File: config.mk
export PLATFORM = sky130hd
export DESIGN_NAME = vending_admin
export DESIGN_NICKNAME = d
export VERILOG_FILES = /design/src/rtl/vending_pkg.sv /design/src/rtl/vending_auth.sv /design/src/rtl/vending_admin.sv
export SDC_FILE = /design/constraint.sdc
export NUM_CORES = 1
export LEC_CHECK = 0
export CAP_MARGIN = 15
export CORE_MARGIN = 2
export CORE_UTILIZATION = 40
export DETAILED_ROUTE_END_ITERATION = 10
export DONT_BUFFER_PORTS = 1
export PLACE_DENSITY = 0.65
export RECOVER_POWER = 100
export SETUP_SLACK_MARGIN = 0.3
export SKIP_CTS_REPAIR_TIMING = 1
export SYNTH_ARGS = -nofsm -noshare
export SYNTH_HDL_FRONTEND = slang
export SYNTH_HIERARCHICAL = 1
export SYNTH_SLANG_ARGS = --single-unit
export TNS_END_PERCENT = 100
File: constraint.sdc
create_clock -name clk -period 3.4 [get_ports clk]
set_input_delay 1.02 -clock clk [delete_from_list [all_inputs] [get_ports clk]]
set_output_delay 1.02 -clock clk [all_outputs]
set_load 0.005 [all_outputs]
File: src/rtl/vending_pkg.sv
// Shared types for the operator-side vending admin block.
package vending_pkg;

    localparam int DEF_SUPPLY_W = 4;
    localparam int DEF_MONEY_W  = 11;

    typedef enum logic [1:0] {
        OP_RESTOCK      = 2'b00,
        OP_WITHDRAW     = 2'b01,
        OP_WITHDRAW_ALL = 2'b10,
        OP_LOGOUT       = 2'b11
    } op_e;

    typedef enum logic [1:0] {
        ST_IDLE    = 2'b00,
        ST_SESSION = 2'b01,
        ST_RESP    = 2'b10,
        ST_LOCKED  = 2'b11
    } state_e;

endpackage

File: src/rtl/vending_auth.sv
// PIN check, consecutive-failure counter and lockout timer.
module vending_auth #(
    parameter logic [3:0] ADMIN_PIN   = 4'hA,
    parameter int         MAX_FAILS   = 3,
    parameter int         LOCK_CYCLES = 16
) (
    input  logic       clk,
    input  logic       rst,
    input  logic       en_i,
    input  logic       pin_valid_i,
    input  logic [3:0] pin_i,
    output logic       auth_ok_o,
    output logic       auth_fail_o,
    output logic       lock_trip_o,
    output logic       lock_done_o,
    output logic       locked_o
);

    localparam int FW = $clog2(MAX_FAILS + 1);
    localparam int LW = (LOCK_CYCLES > 1) ? $clog2(LOCK_CYCLES) : 1;

    logic [FW-1:0] fail_cnt_q;
    logic [LW-1:0] lock_cnt_q;
    logic          locked_q;
    logic          attempt;

    // An attempt only counts while the session FSM is idle in admin mode.
    always_comb begin
        attempt     = en_i & pin_valid_i & ~locked_q;
        auth_ok_o   = attempt & (pin_i == ADMIN_PIN);
        auth_fail_o = attempt & (pin_i != ADMIN_PIN);
        lock_trip_o = auth_fail_o & (fail_cnt_q == FW'(MAX_FAILS - 1));
        lock_done_o = locked_q & (lock_cnt_q == LW'(LOCK_CYCLES - 1));
        locked_o    = locked_q;
    end

    // Failure counting and lockout countdown; lockout is independent of mode.
    always_ff @(posedge clk or posedge rst) begin
        if (rst) begin
            fail_cnt_q <= '0;
            lock_cnt_q <= '0;
            locked_q   <= 1'b0;
        end else if (lock_done_o) begin
            locked_q   <= 1'b0;
            fail_cnt_q <= '0;
            lock_cnt_q <= '0;
        end else if (locked_q) begin
            lock_cnt_q <= lock_cnt_q + 1'b1;
        end else if (lock_trip_o) begin
            locked_q   <= 1'b1;
            lock_cnt_q <= '0;
            fail_cnt_q <= FW'(MAX_FAILS);
        end else if (auth_fail_o) begin
            fail_cnt_q <= fail_cnt_q + 1'b1;
        end else if (auth_ok_o) begin
            fail_cnt_q <= '0;
        end
    end

endmodule

File: src/rtl/vending_admin.sv
// Operator session controller: restock supply and withdraw cash behind a PIN.
//
// state      | meaning
// -----------+------------------------------------------------------
// ST_IDLE    | logged out, waiting for a PIN in admin mode
// ST_SESSION | logged in, req_ready high, idle timer running
// ST_RESP    | one cycle after an accepted request, done/redlight out
// ST_LOCKED  | too many wrong PINs, PIN entry ignored until timer ends
module vending_admin
    import vending_pkg::*;
#(
    parameter int         SUPPLY_W    = DEF_SUPPLY_W,
    parameter int         MONEY_W     = DEF_MONEY_W,
    parameter logic [3:0] ADMIN_PIN   = 4'hA,
    parameter int         MAX_SUPPLY  = 15,
    parameter int         MAX_FAILS   = 3,
    parameter int         LOCK_CYCLES = 16,
    parameter int         TIMEOUT     = 64
) (
    input  logic                clk,
    input  logic                rst,
    input  logic                mode,
    input  logic                pin_valid,
    input  logic [3:0]          pin,
    input  logic                req_valid,
    output logic                req_ready,
    input  logic [1:0]          op,
    input  logic [SUPPLY_W-1:0] qty,
    input  logic [MONEY_W-1:0]  cash_amt,
    input  logic [SUPPLY_W-1:0] machine_supply,
    input  logic [MONEY_W-1:0]  machine_money,
    output logic [SUPPLY_W-1:0] new_supply,
    output logic [MONEY_W-1:0]  new_machine_money,
    output logic [MONEY_W-1:0]  cash_out,
    output logic                done,
    output logic                redlight,
    output logic                locked
);

    localparam int IW = (TIMEOUT > 1) ? $clog2(TIMEOUT) : 1;

    state_e              state_q;
    logic [IW-1:0]       idle_cnt_q;
    logic                req_ready_q, done_q, redlight_q;
    logic [SUPPLY_W-1:0] new_supply_q;
    logic [MONEY_W-1:0]  new_money_q, cash_out_q;

    logic auth_ok, auth_fail, lock_trip, lock_done;

    logic [SUPPLY_W:0]   restock_sum;
    logic                restock_fits, withdraw_fits;
    logic [SUPPLY_W-1:0] supply_d;
    logic [MONEY_W-1:0]  money_d, cash_d;
    logic                err_d;

    vending_auth #(
        .ADMIN_PIN   (ADMIN_PIN),
        .MAX_FAILS   (MAX_FAILS),
        .LOCK_CYCLES (LOCK_CYCLES)
    ) u_auth (
        .clk         (clk),
        .rst         (rst),
        .en_i        ((state_q == ST_IDLE) & ~mode),
        .pin_valid_i (pin_valid),
        .pin_i       (pin),
        .auth_ok_o   (auth_ok),
        .auth_fail_o (auth_fail),
        .lock_trip_o (lock_trip),
        .lock_done_o (lock_done),
        .locked_o    (locked)
    );

    // Request results; sums are one bit wider so neither balance can wrap.
    always_comb begin
        restock_sum   = {1'b0, machine_supply} + {1'b0, qty};
        restock_fits  = restock_sum <= (SUPPLY_W + 1)'(MAX_SUPPLY);
        withdraw_fits = cash_amt <= machine_money;
        supply_d      = machine_supply;
        money_d       = machine_money;
        cash_d        = '0;
        err_d         = 1'b0;
        case (op_e'(op))
            OP_RESTOCK: begin
                if (restock_fits) supply_d = restock_sum[SUPPLY_W-1:0];
                else              err_d    = 1'b1;
            end
            OP_WITHDRAW: begin
                if (withdraw_fits) begin
                    money_d = machine_money - cash_amt;
                    cash_d  = cash_amt;
                end else begin
                    err_d = 1'b1;
                end
            end
            OP_WITHDRAW_ALL: begin
                money_d = '0;
                cash_d  = machine_money;
            end
            default: ;
        endcase
    end

    // Session FSM with registered outputs; result registers hold between requests.
    always_ff @(posedge clk or posedge rst) begin
        if (rst) begin
            state_q      <= ST_IDLE;
            idle_cnt_q   <= '0;
            req_ready_q  <= 1'b0;
            done_q       <= 1'b0;
            redlight_q   <= 1'b0;
            new_supply_q <= '0;
            new_money_q  <= '0;
            cash_out_q   <= '0;
        end else begin
            done_q     <= 1'b0;
            redlight_q <= 1'b0;
            case (state_q)
                ST_IDLE: begin
                    if (auth_ok) begin
                        state_q     <= ST_SESSION;
                        req_ready_q <= 1'b1;
                        idle_cnt_q  <= '0;
                    end else if (auth_fail) begin
                        redlight_q <= 1'b1;
                        if (lock_trip) state_q <= ST_LOCKED;
                    end
                end
                ST_LOCKED: begin
                    if (lock_done) state_q <= ST_IDLE;
                end
                ST_SESSION: begin
                    if (mode) begin
                        state_q     <= ST_IDLE;
                        req_ready_q <= 1'b0;
                        idle_cnt_q  <= '0;
                    end else if (req_valid && req_ready_q) begin
                        idle_cnt_q   <= '0;
                        req_ready_q  <= 1'b0;
                        done_q       <= 1'b1;
                        redlight_q   <= err_d;
                        new_supply_q <= supply_d;
                        new_money_q  <= money_d;
                        cash_out_q   <= cash_d;
                        state_q      <= (op_e'(op) == OP_LOGOUT) ? ST_IDLE : ST_RESP;
                    end else if (idle_cnt_q == IW'(TIMEOUT - 1)) begin
                        state_q     <= ST_IDLE;
                        req_ready_q <= 1'b0;
                        idle_cnt_q  <= '0;
                    end else begin
                        idle_cnt_q <= idle_cnt_q + 1'b1;
                    end
                end
                default: begin
                    state_q     <= mode ? ST_IDLE : ST_SESSION;
                    req_ready_q <= ~mode;
                end
            endcase
        end
    end

    assign req_ready         = req_ready_q;
    assign done              = done_q;
    assign redlight          = redlight_q;
    assign new_supply        = new_supply_q;
    assign new_machine_money = new_money_q;
    assign cash_out          = cash_out_q;

endmodule

# [Word-level counts from Yosys, hierarchy flattened]
# Index checks and enable logic that the tools add are counted.
# W data, S select, Z words.
[op_classes] addsub=5 n_lt_le_gt_ge=2 n_eq_ne=16 muxes=48 bitwise_logic=10 reduce_logical=11
[op_table] op="$pmux W11 S2" n=2
[op_table] op="$mux W2" n=13
[op_table] op="$mux W6" n=4
[op_table] op="$mux W11" n=2
[op_table] op="$mux W4" n=5
[op_table] op="$mux W1" n=17
[op_table] op="$pmux W6 S2" n=1
[op_table] op="$le A11 B11 Y1" n=1
[op_table] op="$sub A11 B11 Y11" n=1
[op_table] op="$eq A2 B2 Y1 const B" n=4
[op_table] op="$eq A4 B4 Y1 const B" n=2
[op_table] op="$ne A4 B4 Y1 const B" n=2
[op_table] op="$and A1 B1 Y1" n=7
[op_table] op="$add A6 B1 Y6 const B" n=1
[op_table] op="$eq A6 B6 Y1 const B" n=1
[op_table] op="$ne A2 B2 Y1 const B" n=3
[op_table] op="$ne A3 B3 Y1 const B" n=2
[op_table] op="$pmux W2 S3" n=1
[op_table] op="$reduce_and A3 Y1" n=2
[op_table] op="$add A4 B4 Y5" n=1
[op_table] op="$le A5 B4 Y1 const B" n=1
[op_table] op="$add A4 B1 Y4 const B" n=1
[op_table] op="$eq A2 B1 Y1 const B" n=2
[op_table] op="$logic_not A2 Y1" n=2
[op_table] op="other kinds (10)" n=14
[word_totals] ff_bits=44 output_inout_bits=30 elab_cells=103

# [Depth between registers and ports, before layout]
# Gate-level depths: netlist of the first run.
[depth] ltp_word=10 ltp_mapped=10 depth_no_buf=10

# [Hierarchy]
# Netlist of the first run, hierarchy kept.
[by_module_without_submodules] mod="vending_admin" n_inst=1 cells_per_inst=292 area_per_inst_um2=2705.1 seq_area_each_um2=925.9
[by_module_without_submodules] mod="vending_auth" n_inst=1 cells_per_inst=45 area_per_inst_um2=440.4 seq_area_each_um2=175.2

# [Least setup slack after synthesis of the first run]
# No wires, ideal clock.
[synth_timing] kind="input-to-reg" startpoint="in cash_amt[4]" endpoint="reg cash_out_q[0] (netlist: cash_out[0])" t_arrival_ps=2653 required_time_ps=3282 slack_ps=629 stages=9 path_buffers=1 path_cell_list="inv_1 -> ha_1 -> a21o_1 -> a31o_1 -> a31oi_4 -> o221ai_4 -> nor2b_4 -> buf_6 -> a21o_1"
[synth_between] elab_chain_len=3
[synth_lines] item="start: declaration" line="vending_admin.sv:29" text="input logic [MONEY_W-1:0] cash_amt,"
[synth_lines] item="$le A11 B11 Y1" line="vending_admin.sv:77" text="withdraw_fits = cash_amt <= machine_money;"
[synth_lines] item="$mux W11" line="vending_admin.sv:88" text="if (withdraw_fits) begin"
[synth_lines] item="$pmux W11 S2" line="vending_admin.sv:82" text="case (op_e'(op))"
[synth_lines] item="end signal: assignment" line="vending_admin.sv:143" text="cash_out_q <= cash_d;"
[synth_lines] item="end: declaration" line="vending_admin.sv:46" text="logic [MONEY_W-1:0] new_money_q, cash_out_q;"
# Every way passes these cells.
# A chain may end at the register's enable or synchronous reset.

# [Worst setup path after layout of the first run]
[layout_timing] startpoint="in cash_amt[4]" endpoint="reg new_money_q[0] (netlist: new_machine_money[0])"
[layout_between] elab_chain_len=3
[layout_lines] item="$le A11 B11 Y1" line="vending_admin.sv:77"
[layout_lines] item="$mux W11" line="vending_admin.sv:88"
[layout_lines] item="$pmux W11 S2" line="vending_admin.sv:82"
[layout_lines] item="end signal: assignment" line="vending_admin.sv:142" text="new_money_q <= money_d;"
[layout_lines] item="end: declaration" line="vending_admin.sv:46"
# Every way passes these cells.

==> results of run 1 <==
-- layout make-up --
class                      count  share of cell area
multi-input combinational    248               0.551
sequential                    44               0.340
tap                          102              0.0394
inverter                      29              0.0336
clock buffer                   6              0.0255
timing repair buffer           4             0.00580
clock inverter                 2             0.00464
-- cells by family after synthesis --
| kind of cell | Yosys count |
|---|---|
| muxes | 11 |
| xor gates and xnor gates | 9 |
| adders and majority gates | 24 |
| DFF | 44 |
| buffers and inverters | 45 |
| AOI/OAI and AO/OA | 108 |
| and+or+nand+nor | 96 |
-- cell usage after synthesis (2+ instances only) --
| master | number | share of area |
|---|---|---|
| a21o_1 | 15 | 0.036 |
| a21oi_1 | 19 | 0.030 |
| a22o_1 | 13 | 0.036 |
| a31oi_1 | 3 | 0.0060 |
| a32oi_1 | 2 | 0.0056 |
| and2_1 | 3 | 0.0060 |
| and3_1 | 3 | 0.0060 |
| buf_2 | 2 | 0.0032 |
| buf_4 | 3 | 0.0072 |
| buf_6 | 5 | 0.018 |
| clkbuf_1 | 5 | 0.0060 |
| dfrtp_1 | 44 | 0.35 |
| fa_1 | 2 | 0.013 |
| ha_1 | 22 | 0.088 |
| inv_1 | 29 | 0.035 |
| mux2i_1 | 9 | 0.029 |
| nand2_1 | 21 | 0.025 |
| nand2b_1 | 6 | 0.012 |
| nand3_1 | 9 | 0.014 |
| nand4_1 | 5 | 0.0099 |
| nor2_1 | 13 | 0.016 |
| nor2b_1 | 4 | 0.0080 |
| nor3_1 | 6 | 0.0095 |
| nor3b_1 | 9 | 0.021 |
| o21ai_0 | 36 | 0.057 |
| o22ai_1 | 3 | 0.0060 |
| or3_1 | 3 | 0.0060 |
| xnor2_1 | 6 | 0.017 |
| xor2_1 | 3 | 0.0084 |
-- worst paths after layout --
| check | end | startpoint | slack [ps] |
|---|---|---|---|
| setup / recovery | new_machine_money[0]$_DFFE_PP0P_ | cash_amt[4] | 480 |
| max in group asynchronous | cash_out[4]$_DFFE_PP0P_ | rst | 1670 |
| setup reg to reg | idle_cnt_q[2]$_DFFE_PP0P_ | state_q[1]$_DFFE_PP0P_ | 1120 |
| hold / removal | idle_cnt_q[5]$_DFFE_PP0P_ | idle_cnt_q[5]$_DFFE_PP0P_ | 490 |
| hold reg to reg | idle_cnt_q[5]$_DFFE_PP0P_ | idle_cnt_q[5]$_DFFE_PP0P_ | 490 |
| min in group asynchronous | u_auth/lock_cnt_q[0]$_DFFE_PP0P_ | rst | 530 |
-- report_power, final --
group          switching (W)  internal, W
clock               0.000192     0.000165
sequential          0.000201     0.000713
combinational       0.000305     0.000289
-- routing by layer --
| layer | routed length (um) | vias up |
|---|---|---|
| li1 | - | 1206 |
| met1 | 2980 | 1156 |
| met2 | 3460 | 65 |
| met3 | 593 | 7 |
| met4 | 65 | 0 |
| met5 | 0 | - |
-- state kept, by name, summed over array words and instances, names as in the netlist, 2 cells and up --
| register | flops |
|---|---|
| new_machine_money | 11 |
| u_auth/lock_cnt_q | 4 |
| u_auth/fail_cnt_q | 2 |
| state_q | 2 |
| cash_out | 11 |
| idle_cnt_q | 6 |
| new_supply | 4 |
-- critical path, cell delays in order --
cell and delay (ps):
inv_1 20, ha_1 350, a21o_1 240, a31o_1 220, a31oi_1 400, o221ai_4 370
mux2_1 410, o21ai_1 110
-- per-stage QoR --
step                hold WS (ps)   util  cell area (um^2)  worst slack [ps]  instances
floorplan                    444      -              3150               629        337
global placement             469  0.415              3190               361        427
detailed placement           474  0.415              3190               298        427
CTS                          489  0.428              3290               609        435
global route                 518  0.421              3240               284        435
finish                       488  0.421              3240               481        435
==> impl_metrics.tcl, run 1 <==
set metrics [dict create \
    outcome "finished clean" \
    post_drt_wl_per_cell_um 16.3 \
    p_leak_nw 1.55 \
    use_met1 0.223 \
    vias 2434 \
    synth_fa_ha_area_frac 0.100 \
    cts_buffer_depth 2 \
    postSynthAreaPerCell_um2 9.33 \
    cts_buffers 5 \
    antenna_found_initial 0 \
    hpwlAfterDp_um 5400 \
    n_fill_cell 766 \
    core_um2 7690 \
    register_area_um2 1100 \
    grt_max_degree 37 \
    areaGrowthSynthToFinish_pct 2.86 \
    slew_headroom 0.360 \
    finalMaxSlewViolations 0 \
    wirelength_um 7100 \
    cts_sinks 44 \
    drc 0 \
    power.total_w 0.00186 \
    final_nets 397 \
    ant_nets 0 \
    postSynthNetCount 402 \
    met3_usage 0.0570 \
    final_common_cell "dfrtp_1" \
    fin_crit_sh 0.858 \
    synth-simple-area-share 0.179 \
    final_cell_mix "44 x dfrtp_1, 36 x o21ai_0, 29 x inv_1" \
    tns_ps 0 \
    hold_class "reg -> reg" \
    skew_ps 5.60 \
    die_y_um 92.7 \
    root_buffer "clkbuf_8" \
    criticalPathCategory "in -> reg" \
    hold_violations 0 \
    vdd_drop_max_v 0.000206 \
    grt.met2_usage 0.307 \
    io_pins 71 \
    grt_pass1_wl_um 12200 \
    cts_tree "built" \
    synth_compound_area_frac 0.238 \
    path_max_fanout 15 \
    hold_depth 1 \
    yosysUniqueCellTypes 63 \
    dr.first_iter.drc_count 89 \
    chipWidth_um 92.7 \
    syn_area_um2 3150 \
    synth_warnings 6 \
    busiest_layer "met2" \
    synth_edf_count 0 \
    dr.pass1.iters 4 \
    synth_seq_area_share 0.350 \
    setup_viol 0 \
    ys.flop_type "dfrtp_1" \
    cp_data_required_time_ps 3620 \
    grt_pass1_vias 2480 \
    path_clk_slew_ps 90 \
    dieArea_um2 8590 \
    crit_arrival_ps 3140 \
    rows 32 \
    rr_worst_depth 6 \
    worstMarginPinSlew_ps 958 \
    final_layout_size_suffix_gt1_frac 0.0571 \
    diodes 0 \
    htree_levels 2 \
    timing.fmax_mhz 343 \
    gp_congestion 0.788 \
    multiInputGateArea_um2 1780 \
    clkLatencyLatePin_ps 300 \
    async_flop_share 1.00 \
    drv_cap 0 \
    p_per_area_nw_per_um2 576 \
    worstSetupStartpointType "input port" \
    synth_top_family_by_area "compound AO/OA/AOI/OAI gates" \
    start_util 0.409 \
    synth_xor_xnor_area_share 0.0251 \
    worstSetupEndpointType "flip-flop" \
    gr-usage-all-layers 0.179 \
    rsz0062_at_grt "false" \
    syn_inst 337 \
    viasPerCell 5.60 \
    io_buffers 0 \
    layout_min_cycle_time_ps 2920 \
    synth_mux_area_frac 0.0370 \
    ys_ff_latch 44 \
    grt_overflow_total 0 \
]
(Power assumes the default switching activity.)
==> run 2: changes to the inputs <==
ABC_AREA = 1   (was default)
==> run 2 against run 1 <==
- combinational power increased by 6.6%
- die area up 6.3%
- clock power is 14% higher
- synthesized cell count rose by 42%
- count of clock-buffer cells in the layout shrank 1
- via count is 22% higher
- critical endpoint is now new_machine_money[9]$_DFFE_PP0P_
- area after synthesis rose by 6.6%
- setup slack gained 270 ps
- first-iteration DRC count is 65% higher
- utilization rose by 0.33 points
- global-route usage up 0.77 points
==> impl_metrics.tcl, run 2 <==
set metrics [dict create \
    holdWs_ps 516 \
    die_y_um 95.6 \
    final_cell_mix "127 x nand2_1, 77 x inv_1, 60 x nand3_1" \
    dieArea_um2 9130 \
    cts_buffer_depth 2 \
    hold_violations 0 \
    hold_depth 2 \
    vdd_drop_max_v 0.000276 \
    p_per_area_nw_per_um2 564 \
    drv_cap 0 \
    path_max_fanout 12 \
    post_dp_cell_area_um2 3410 \
    core_um2 8180 \
    setup_viol 0 \
    start_util 0.410 \
    worstMarginPinSlew_ps 1160 \
    hpwlAfterDp_um 6390 \
    synth_seq_area_share 0.328 \
    p_leak_nw 1.88 \
    ys_ff_latch 44 \
    timing.final.ws_setup_ps 752 \
    ys.flop_type "dfrtp_1" \
    grt_overflow_total 0 \
    io_buffers 0 \
    cp_data_required_time_ps 3580 \
    postSynthAreaPerCell_um2 6.99 \
    min_to "new_supply[3]$_DFFE_PP0P_" \
    synth_warnings 6 \
    vias 2958 \
    dr.pass1.iters 5 \
    fin_crit_sh 0.779 \
    pwr-share-clk 0.208 \
    layout_min_cycle_time_ps 2650 \
    outcome "finished clean" \
    ys_top_cells_by_count "127 x nand2_1, 76 x inv_1, 52 x nand3_1" \
    htree_levels 2 \
    rr_worst_depth 9 \
    final_layout_size_suffix_gt1_frac 0.0481 \
    fin_area_um2 3470 \
    grt_pass1_vias 2898 \
    power.total_w 0.00196 \
    r2r-start "state_q[1]$_DFFE_PP0P_" \
    chipWidth_um 95.6 \
    rows 33 \
    viasPerCell 5.07 \
    final_nets 542 \
    io_pins 71 \
    final_common_cell "nand2_1" \
    wirelength_um 8020 \
    cts_tree "built" \
    p_sw_w 0.000763 \
    synth_edf_count 0 \
    syn_inst 480 \
    post_drt_wl_per_cell_um 13.7 \
    ys_top_cells_by_area "dfrtp_1 33%, nand2_1 14%, inv_1 8.5%, ha_1 8.2%, nand3_1 7.8%" \
    synth_top_cell_by_area "dfrtp_1" \
    gr-usage-all-layers 0.187 \
    tns_ps 0 \
    hold_class "reg -> reg" \
    skew_ps 6.62 \
    comb_power_share 0.324 \
    clkLatencyLatePin_ps 300 \
    root_buffer "clkbuf_8" \
    dr.first_iter.drc_count 147 \
    worstSetupEndpointType "flip-flop" \
    cts_sinks 44 \
    async_flop_share 1.00 \
    slew_headroom 0.226 \
    diodes 0 \
    hp-start "new_supply[3]$_DFFE_PP0P_" \
    crit_arrival_ps 2830 \
    seqPwrFrac 0.468 \
    switching_share 0.390 \
    rsz0062_at_grt "false" \
    drc 0 \
    routedLengthMet1_um 3670 \
    routed-wl-met3_um 515 \
    path_clk_slew_ps 80 \
    grt_pass1_wl_um 13500 \
    p_int_w 0.00119 \
    post-place-ws_ps 705 \
    dr_wl_met2_um 3710 \
    ff2ff_setup_slack_ps 1460 \
    postSynthNetCount 545 \
    r2r_end "idle_cnt_q[1]$_DFFE_PP0P_" \
    criticalPathCategory "in -> reg" \
    gp_congestion 0.917 \
    grt_max_degree 23 \
    worstSetupStartpointType "input port" \
    highest_layer "met4" \
    timing.fmax_mhz 378 \
    yosysUniqueCellTypes 39 \
    cts_buffers 5 \
    syn_area_um2 3350 \
    antenna_found_initial 0 \
    areaGrowthSynthToFinish_pct 3.43 \
    ant_nets 0 \
    yosysMostFrequentCell "nand2_1" \
    synthDominantCellAreaShare 0.328 \
    finalMaxSlewViolations 0 \
]
[run 2: cell count changes in the layout (fill, tap and decap cells not counted), moves of 9 or more]
cell	delta
nor3b_1	-9
nand3_1	+51
o21ai_0	-21
a21oi_1	+16
a22o_1	-12
mux2i_1	-9
inv_1	+48
a21o_1	-15
nand2_1	+106
nor2_1	+25
[run 2: kinds of logic after synthesis]
| logic type | synth area share |
|---|---|
| adders and majority gates | 0.0940 |
| AOI/OAI and AO/OA | 0.118 |
| buffers and inverters | 0.117 |
| DFF | 0.328 |
| and+or+nand+nor | 0.335 |
| xor gates and xnor gates | 0.00784 |
[run 2: area by class of cell]
type	count	area [um^2]
clock buffer	5	68.8
clock inverter	3	42.5
fill	866	4710
inverter	78	293
multi-input combinational	344	1810
sequential	44	1100
tap	105	131
timing repair buffer	4	22.5
[run 2: worst max path at each step]
stage | startpoint | end | cells past startpoint
after CTS | cash_amt[2] | new_machine_money[2]$_DFFE_PP0P_ | 11
after global routing | cash_amt[2] | new_machine_money[10]$_DFFE_PP0P_ | 13
after global placement | cash_amt[2] | cash_out[2]$_DFFE_PP0P_ | 12
final | cash_amt[8] | new_machine_money[9]$_DFFE_PP0P_ | 13
after detailed placement | cash_amt[2] | new_machine_money[2]$_DFFE_PP0P_ | 11
after floorplan | machine_money[0] | new_machine_money[6]$_DFFE_PP0P_ | 13
[run 2: routing by layer]
| layer | up-vias | global-route usage |
|---|---|---|
| met2 | 77 | 0.304 |
| met3 | 10 | 0.0387 |
| li1 | 1524 | - |
| met1 | 1347 | 0.252 |
| met4 | 0 | 0.0512 |
| met5 | - | 0 |
[run 2: per-stage QoR]
stage,util,cells
after detailed placement,0.418,575
after global placement,0.418,575
after global routing,0.424,583
final,0.424,583
after floorplan,-,480
after CTS,0.431,583
[run 2: critical path: stages]
cell      delay (ps)
inv_1             20
ha_1             350
nand2_1           90
nand2_1           70
a21oi_1          130
nand2_1           80
nor2_1           240
clkbuf_1         450
nand3_1          140
nand2_1           90
inv_1             40
nand2_1           50
a21oi_1           60
[run 2: power by group through the flow]
stage | logic, W | clock network, W | registers, W
6_report | 0.000633 | 0.000407 | 0.000915
5_1_grt | 0.000751 | 0.000443 | 0.000945
4_1_cts | 0.000649 | 0.000427 | 0.000920
3_5_place_dp | 0.000650 | 0 | 0.000927
3_3_place_gp | 0.000628 | 0 | 0.000923
2_1_floorplan | 0.000548 | 0 | 0.000868
==> run 3: changes to the inputs <==
clock period = 2.5 ns   (was 3.4 ns; I/O delays follow)
==> run 3 against run 2 <==
- via count increased by 3.8%
- power increased by 38%
- sequential cell count unchanged
- non-clock buffer count increased by 4
- highest routed layer unchanged
- largest power group unchanged
- hold slack got worse by 260 ps
- sequential share of layout area decreased by 0.54 points
==> impl_metrics.tcl, run 3 (synthesis gave the netlist of run 2 again) <==
set metrics [dict create \
    outcome "finished clean" \
    timing.fmax_mhz 459 \
    post_drt_wl_per_cell_um 14.2 \
    drc 0 \
    grt.met2_usage 0.311 \
    p_int_w 0.00163 \
    gr-usage-all-layers 0.196 \
    holdWs_ps 257 \
    root_buffer "clkbuf_8" \
    tns_ps 0 \
    die_y_um 95.6 \
    hold_violations 0 \
    cts_buffers 5 \
    drv_cap 0 \
    rows 33 \
    switching_share 0.395 \
    path_max_fanout 22 \
    skew_ps 3.37 \
    hold_class "in -> async" \
    clkLatencyLatePin_ps 300 \
    cts_sinks 44 \
    io_buffers 0 \
    comb_power_share 0.332 \
    register_area_um2 1100 \
    cp_data_required_time_ps 2700 \
    grt_pass1_vias 2925 \
    vdd_drop_max_v 0.000368 \
    final_common_cell "nand2_1" \
    cts_buffer_depth 2 \
    post-place-ws_ps 139 \
    areaGrowthSynthToFinish_pct 5.22 \
    grt_pass1_wl_um 14000 \
    worstMarginPinSlew_ps 940 \
    setup_viol 0 \
    core_um2 8180 \
    diodes 0 \
    criticalPathCategory "in -> reg" \
    layout_min_cycle_time_ps 2180 \
    ant_nets 0 \
    path_common_cell "nand2_1" \
    use_met1 0.266 \
    htree_levels 2 \
    cts_tree "built" \
    path_cells "inv_1 -> ha_1 -> nand2_1 -> nand2_1 -> a21oi_2 -> nand2_1 -> nand2_4 -> nand2_2 -> nand3_2 -> o21ai_0 -> nand2_1 -> nand2_1" \
    fin_crit_sh 0.871 \
    path_clk_slew_ps 90 \
    hpwlAfterDp_um 6370 \
    pwr-share-clk 0.208 \
    grt_max_degree 38 \
    grt_overflow_total 0 \
    critPathSlowestCell "ha_1" \
    final_layout_size_suffix_gt1_frac 0.0705 \
    slew_headroom 0.373 \
    rsz0062_at_grt "true" \
    multiInputGateArea_um2 1840 \
    cp_slowest_stage_delay_ps 370 \
    dieArea_um2 9130 \
    seqPwrFrac 0.460 \
    gp_congestion 0.872 \
    crit_buf_inv 1 \
    finalMaxSlewViolations 0 \
    final_cell_mix "128 x nand2_1, 77 x inv_1, 54 x nand3_1" \
    timing.final.ws_setup_ps 322 \
    viasPerCell 5.23 \
    busiest_layer "met2" \
    chipWidth_um 95.6 \
    met3_usage 0.0443 \
    dr.first_iter.drc_count 170 \
    n_fill_cell 854 \
    p_sw_w 0.00106 \
    wirelength_um 8340 \
    start_util 0.410 \
    io_pins 71 \
    dr.pass1.iters 5 \
    worstSetupStartpointType "input port" \
    vias 3069 \
    final_nets 546 \
    p_per_area_nw_per_um2 765 \
    antenna_found_initial 0 \
    crit_arrival_ps 2380 \
    cpLargestDelayFamily "simple AND/OR/NAND/NOR gates" \
    p_leak_nw 1.91 \
    worstSetupEndpointType "flip-flop" \
]
## run 3: changes by cell type in the layout (fill, tap and decap cells not counted), moves of 4 or more
cell	previous run	this run
nand3_1	60	54
nand3_2	1	7
o21ai_0	15	21
o21ai_1	8	2
buf_4	2	6
## run 3: worst reg2reg max path, delay by kind of cell (launching register included)
family          cells  cell delay, ps
compound gates      1             130
buf+inv             2             330
simple gates        7             860
flops               1             430
## run 3: power groups by stage
stage	registers [W]	logic, W	clock network (W)
finish	0.00124	0.000897	0.000561
global route	0.00128	0.00105	0.000607
CTS	0.00125	0.000914	0.000580
detailed placement	0.00126	0.000909	0
global placement	0.00126	0.000876	0
floorplan	0.00118	0.000746	0
## run 3: cell type report
cell class	count	area share
sequential	44	0.312
clock inverter	2	0.00993
tap	105	0.0372
inverter	78	0.0830
clock buffer	6	0.0206
multi-input combinational	344	0.522
timing repair buffer	8	0.0152
## run 3: per-layer routing
layer / routed length, um / vias to the layer above
met1: 3660 / 1423
met5: 0 / -
met4: 160 / 0
met2: 3890 / 99
met3: 624 / 13
li1: - / 1534
## run 3: final timing paths
check / from / to / slack (ps) / cells after the start
min in group clk: cash_out[2]$_DFFE_PP0P_ / cash_out[2]$_DFFE_PP0P_ / 520 / 2
max in group asynchronous: rst / idle_cnt_q[4]$_DFFE_PP0P_ / 1310 / 2
worst min register to register: cash_out[2]$_DFFE_PP0P_ / cash_out[2]$_DFFE_PP0P_ / 520 / 2
worst max register to register: state_q[1]$_DFFE_PP0P_ / idle_cnt_q[2]$_DFFE_PP0P_ / 690 / 10
worst max-delay path: cash_amt[6] / cash_out[1]$_DFFE_PP0P_ / 320 / 12
worst min-delay path: rst / u_auth/lock_cnt_q[1]$_DFFE_PP0P_ / 260 / 1
## run 3: per-stage QoR
stage | utilization | area [um^2] | power, W | cells
after floorplan | - | 3350 | 0.00193 | 480
after global placement | 0.421 | 3440 | 0.00213 | 579
after detailed placement | 0.421 | 3440 | 0.00217 | 579
after CTS | 0.434 | 3550 | 0.00274 | 587
after global routing | 0.432 | 3530 | 0.00293 | 587
final | 0.432 | 3530 | 0.00270 | 587
